**src/rtl/gcode_command_fifo.sv**
```systemverilog
// gcode_command_fifo: first-word-fall-through queue of decoded G-code commands
// between the command parser and the controller interface stage. Entries are
// {cmd[3:0], x[13:0], y[13:0]}. Invalid opcodes are rejected at the write side
// and latched in a sticky bad_cmd flag; popping an M2 latches program_end.
module gcode_command_fifo #(
  parameter int DEPTH = 16,
  parameter int CW    = $clog2(DEPTH + 1)
) (
  input  logic          clk,
  input  logic          reset_n,
  input  logic          wr_valid,
  output logic          wr_ready,
  input  logic [3:0]    wr_cmd,
  input  logic [13:0]   wr_x,
  input  logic [13:0]   wr_y,
  input  logic          flush,
  input  logic          controller_ready,
  input  logic          block,
  output logic [3:0]    cmd_out,
  output logic [13:0]   x_out,
  output logic [13:0]   y_out,
  output logic          memory_ready,
  output logic [CW-1:0] count,
  output logic          bad_cmd,
  output logic          program_end
);

  localparam int AW = $clog2(DEPTH);
  localparam logic [3:0] OP_M2  = 4'd6;
  localparam logic [3:0] OP_MAX = 4'd8;

  logic [31:0]   r_mem [DEPTH];
  logic [AW-1:0] r_wr_ptr;
  logic [AW-1:0] r_rd_ptr;
  logic [CW-1:0] r_count;
  logic          r_bad_cmd;
  logic          r_program_end;

  logic          w_full;
  logic          w_empty;
  logic          w_cmd_ok;
  logic          w_push;
  logic          w_reject;
  logic          w_pop;
  logic [31:0]   w_head;

  // Full/empty come from the registered count only, so neither handshake
  // output has a combinational path from downstream inputs.
  assign w_full   = (r_count == CW'(DEPTH));
  assign w_empty  = (r_count == '0);
  assign w_cmd_ok = (wr_cmd <= OP_MAX);

  // Flush wins over any push, reject or pop in the same cycle.
  assign w_push   = wr_valid & ~w_full & w_cmd_ok  & ~flush;
  assign w_reject = wr_valid & ~w_full & ~w_cmd_ok & ~flush;
  assign w_pop    = ~w_empty & controller_ready & ~block & ~flush;

  assign w_head   = r_mem[r_rd_ptr];

  // Head is forced to zero while empty so outputs are defined during and
  // right after reset without having to reset the storage array.
  assign cmd_out      = w_empty ? 4'd0  : w_head[31:28];
  assign x_out        = w_empty ? 14'd0 : w_head[27:14];
  assign y_out        = w_empty ? 14'd0 : w_head[13:0];
  assign memory_ready = ~w_empty;
  assign wr_ready     = ~w_full;
  assign count        = r_count;
  assign bad_cmd      = r_bad_cmd;
  assign program_end  = r_program_end;

  // Storage write; entries are only meaningful below count, so no reset needed.
  always_ff @(posedge clk) begin
    if (w_push) begin
      r_mem[r_wr_ptr] <= {wr_cmd, wr_x, wr_y};
    end
  end

  // Pointers and occupancy; pointers wrap naturally at DEPTH (power of two).
  always_ff @(posedge clk or negedge reset_n) begin
    if (!reset_n) begin
      r_wr_ptr <= '0;
      r_rd_ptr <= '0;
      r_count  <= '0;
    end else if (flush) begin
      r_wr_ptr <= '0;
      r_rd_ptr <= '0;
      r_count  <= '0;
    end else begin
      if (w_push) begin
        r_wr_ptr <= r_wr_ptr + AW'(1);
      end
      if (w_pop) begin
        r_rd_ptr <= r_rd_ptr + AW'(1);
      end
      if (w_push && !w_pop) begin
        r_count <= r_count + CW'(1);
      end else if (w_pop && !w_push) begin
        r_count <= r_count - CW'(1);
      end
    end
  end

  // Sticky status flags, cleared only by reset or flush.
  always_ff @(posedge clk or negedge reset_n) begin
    if (!reset_n) begin
      r_bad_cmd     <= 1'b0;
      r_program_end <= 1'b0;
    end else if (flush) begin
      r_bad_cmd     <= 1'b0;
      r_program_end <= 1'b0;
    end else begin
      if (w_reject) begin
        r_bad_cmd <= 1'b1;
      end
      if (w_pop && (w_head[31:28] == OP_M2)) begin
        r_program_end <= 1'b1;
      end
    end
  end

endmodule

```
**config.mk**
```make
export PLATFORM = sky130hd
export DESIGN_NAME = gcode_command_fifo
export DESIGN_NICKNAME = d
export VERILOG_FILES = /design/src/rtl/gcode_command_fifo.sv
export SDC_FILE = /design/constraint.sdc
export NUM_CORES = 1
export LEC_CHECK = 0
export CORE_AREA = 2 2 189 191
export CTS_BUF_LIST = sky130_fd_sc_hd__clkbuf_16
export DETAILED_ROUTE_END_ITERATION = 10
export DIE_AREA = 0 0 191 193
export DONT_BUFFER_PORTS = 1
export PLACE_DENSITY_LB_ADDON = 0.3
export SLEW_MARGIN = 30
export SYNTH_ARGS = -nofsm -noshare
export SYNTH_HDL_FRONTEND = slang
export SYNTH_SLANG_ARGS = --single-unit
```
**constraint.sdc**
```tcl
create_clock -name clk -period 8.9 [get_ports clk]
set_input_delay 0 -clock clk [delete_from_list [all_inputs] [get_ports clk]]
set_output_delay 0 -clock clk [all_outputs]
set_load 0.005 [all_outputs]
```
==> results.tsv <==
stage	metric	value	unit
sta	Post-Route Skew	0.0145	ns
critical_path	Worst Setup End Kind	primary output	
synth	top cells by area, synth	edfxtp_1 75%, mux4_2 7.6%, mux2i_1 5.8%	
drt	Pre-antenna DRT Iters	5	
grt	first-pass GRT wire length	65000	µm
grt	gr usage total	0.242	
sta	crit path time final	3.81	ns
cts	Max clock buf depth	3	
power	switching power total	1.36	mW
power	sw frac	0.240	
drt	DR vias/cell	6.44	
power	Power per Cell Area	243	nW/µm²
drt	DRC	0	
power	P_leak	7.14	nW
synth	Post-Syn Area	20600	µm²
critical_path	flop2flop setup slack	5.46	ns
cts	TritonCTS clock tree	built	
power	Peak VDD IR	0.000221	V
power	Reg power frac	0.496	
synth	#FFs+latches synth	527	
final_layout	Finished Layout Cells	1609	
drt	initial DRC count	921	
synth	yosys warns	0	
synth	Seq/Total Area, Yosys	0.766	
drt	Routed Antenna Nets	0	
cts	post-CTS sizing	0	
hold_path	hold worst-path end	r_mem[14][13]	
power	combinational share of power	0.133	
critical_path	r2r worst-path depth	10	
cts	CTS buffer count	51	
critical_path	RR Endpoint	count[4]	
flow_run	Max Cap Violations	0	
sta	Worst slew margin	0.434	
final_layout	Area Overhead vs Synth	13.2	%
synth	number of synthesized flops with an enable pin	512	
hold_path	cell depth of the worst min-delay path	3	
placement	gp weighted congestion	0.760	
floorplanning	num ports	79	
floorplanning	die footprint	36900	µm²
sta	final setup fails	0	
critical_path	crit path max fanout	89	
drt	routed wire length	43400	µm
sta	fin crit share	0.429	
grt	antenna violations before repair	1	
power	clock power share	0.371	
synth	Mean Syn Cell Area	19.7	µm²
grt	number of global-route vias before repair	10600	
grt	GRT Residual Overflow	0	
sta	RSZ-0062 raised after global routing	no	
cts	Clock Latency Late Sink	0.57	ns
floorplanning	core area	35000	µm²
sta	Worst-Margin Slew	0.848	ns
power	Pint	4.30	mW
synth	most frequent cell after synthesis	edfxtp_1	
cts	post-CTS setup buffers	0	
sta	final hold slack	0.0433	ns
outcome	status	finished, final reports clean	
placement	Placed Area	21200	µm²
synth	Syn Inst Count	1043	
critical_path	Critical Path AT	3.81	ns
synth	Unique masters post-synth	46	
floorplanning	Core Rows	69	
floorplanning	Die H	193	µm
floorplanning	Die W	191	µm
floorplanning	Starting Density	0.588	
synth	top cell type's share of synthesized area	0.747	
grt	pin count of the biggest net entering global routing	90	
synth	Async SR Flop Fraction	0.0285	
sta	Max Freq	0.262	GHz
final_layout	final instance area	23300	µm²
placement	Placed Instances	1472	
hold_path	Hold Path Class	in2reg	
hold_path	min-delay src	flush	
placement	DP HPWL	21700	µm
sta	setup ws final	5.09	ns
final_layout	share of post-route cells with drive strength above 1	0.171	
drt	via count of the routed design	10400	
critical_path	class of the most critical setup path	reg2out	
sta	Pins Over Slew Limit	0	
critical_path	Data required, critical path	8.90	ns
synth	Mapped Nets	1091	
cts	maximum level of the CTS H-tree	2	
placement	count of port buffers added during placement	0	
cts	Hold Buf Count CTS	41	
synth	Synth area leader	edfxtp_1	
synth	ys flop type	edfxtp_1	
sta	Final Hold Violating Endpoints	0	
critical_path	Startpoint Class	register	
cts	Clock transition at path regs	0.06	ns
critical_path	worst r2r src	count[1]	
cts	CTS Root Cell	clkbuf_16	
final_layout	Post-layout nets	1153	
drt	drt wl/cell	27.0	µm
sta	Post-Route Setup TNS	0	ns
cts	clk sinks	527	
synth	Synth top cells by count	512 x edfxtp_1, 119 x mux2i_1, 69 x mux4_2, 56 x o221ai_1, 43 x nand2_1	
placement	worst slack at placement	5.51	ns
flip-flops by register name, indices dropped and copies added, names as in the netlist:
| name | cells |
|---|---|
| bad_cmd | 1 |
| r_mem | 512 |
| r_rd_ptr | 4 |
| program_end | 1 |
| r_wr_ptr | 4 |
| count | 5 |
worst max-delay path, stage by stage (launching register included):
cell and delay, ns:
dfrtp_4 0.92, buf_12 0.48, buf_16 0.49, mux4_2 0.58
o22ai_1 0.16, nor4_1 0.09, or2_2 0.36
power by group through the flow:
stage	Combinational, mW	Sequential (mW)	Clock [mW]
finish	0.750	2.81	2.10
global route	0.810	2.81	2.23
CTS	0.757	2.81	2.12
detailed placement	0.704	2.86	0
global placement	0.693	2.86	0
floorplan	0.579	2.82	0
layout make-up:
type,count,area [µm²]
diodes,1,2.50
clock buffers,53,1330
clock inverters,42,323
fillers,2243,11700
inverters,7,26.3
multi-input cells,449,4620
flip-flops and latches,527,15800
well taps,461,577
repair buffers,69,657
kinds of logic (layout without fill, tap and decap cells):
| group | Yosys count | in the layout | share of synthesized area |
|---|---|---|---|
| other | 0 | 1 | 0 |
| buffers and inverters | 67 | 171 | 0.0159 |
| adder cells (fa/ha/maj) | 10 | 10 | 0.00645 |
| AND/OR/NAND/NOR | 103 | 103 | 0.0221 |
| multiplexers | 189 | 189 | 0.134 |
| AO/OA/AOI/OAI | 138 | 138 | 0.0519 |
| flip-flops | 527 | 527 | 0.766 |
| XOR/XNOR | 9 | 9 | 0.00383 |
per-stage QoR:
stage,power (mW),util
3_3_place_gp,3.55,0.606
3_5_place_dp,3.56,0.607
6_report,5.66,0.666
5_1_grt,5.85,0.666
4_1_cts,5.69,0.666
2_1_floorplan,3.40,-
layer usage:
layer | global-route usage | up-vias | part of all wire
met5 | 0 | - | 0
met4 | 0.0713 | 0 | 0.025
met3 | 0.0449 | 81 | 0.071
met2 | 0.401 | 407 | 0.50
met1 | 0.334 | 5404 | 0.41
li1 | - | 4467 | -
cell usage in the layout (no fill, tap or decap), types with 2 or more instances in the layout:
master	instances
edfxtp_1	512
mux2i_1	119
mux4_2	69
o221ai_1	56
clkbuf_16	53
nand2_1	42
dlygate4sd3_1	41
o22ai_1	30
a211oi_1	29
buf_4	25
inv_1	18
nor2_1	16
nor2_4	13
clkinv_1	13
dfrtp_1	12
clkinv_2	11
ha_1	9
nand3_1	7
nor2b_1	5
a21oi_1	5
xnor2_1	5
bufinv_16	5
nor3_2	4
xor2_1	4
a22oi_1	3
nor4_1	2
nor3_1	2
a31oi_1	2
nand2b_1	2
and2_1	2
a221oi_1	2
a21o_1	2
dfrtp_4	2
worst max path at each step:
stage / depth (start not counted) / slack (ns) / to / start
floorplan: 5 / 5.00 / r_mem[0][0] / count[0]
global placement: 6 / 5.59 / program_end / r_rd_ptr[0]
detailed placement: 7 / 5.51 / program_end / r_rd_ptr[0]
CTS: 6 / 5.06 / cmd_out[2] / r_rd_ptr[0]
global route: 6 / 4.82 / y_out[6] / r_rd_ptr[0]
finish: 6 / 5.09 / cmd_out[2] / r_rd_ptr[0]
No activity file was read; power rests on OpenSTA's default activity.
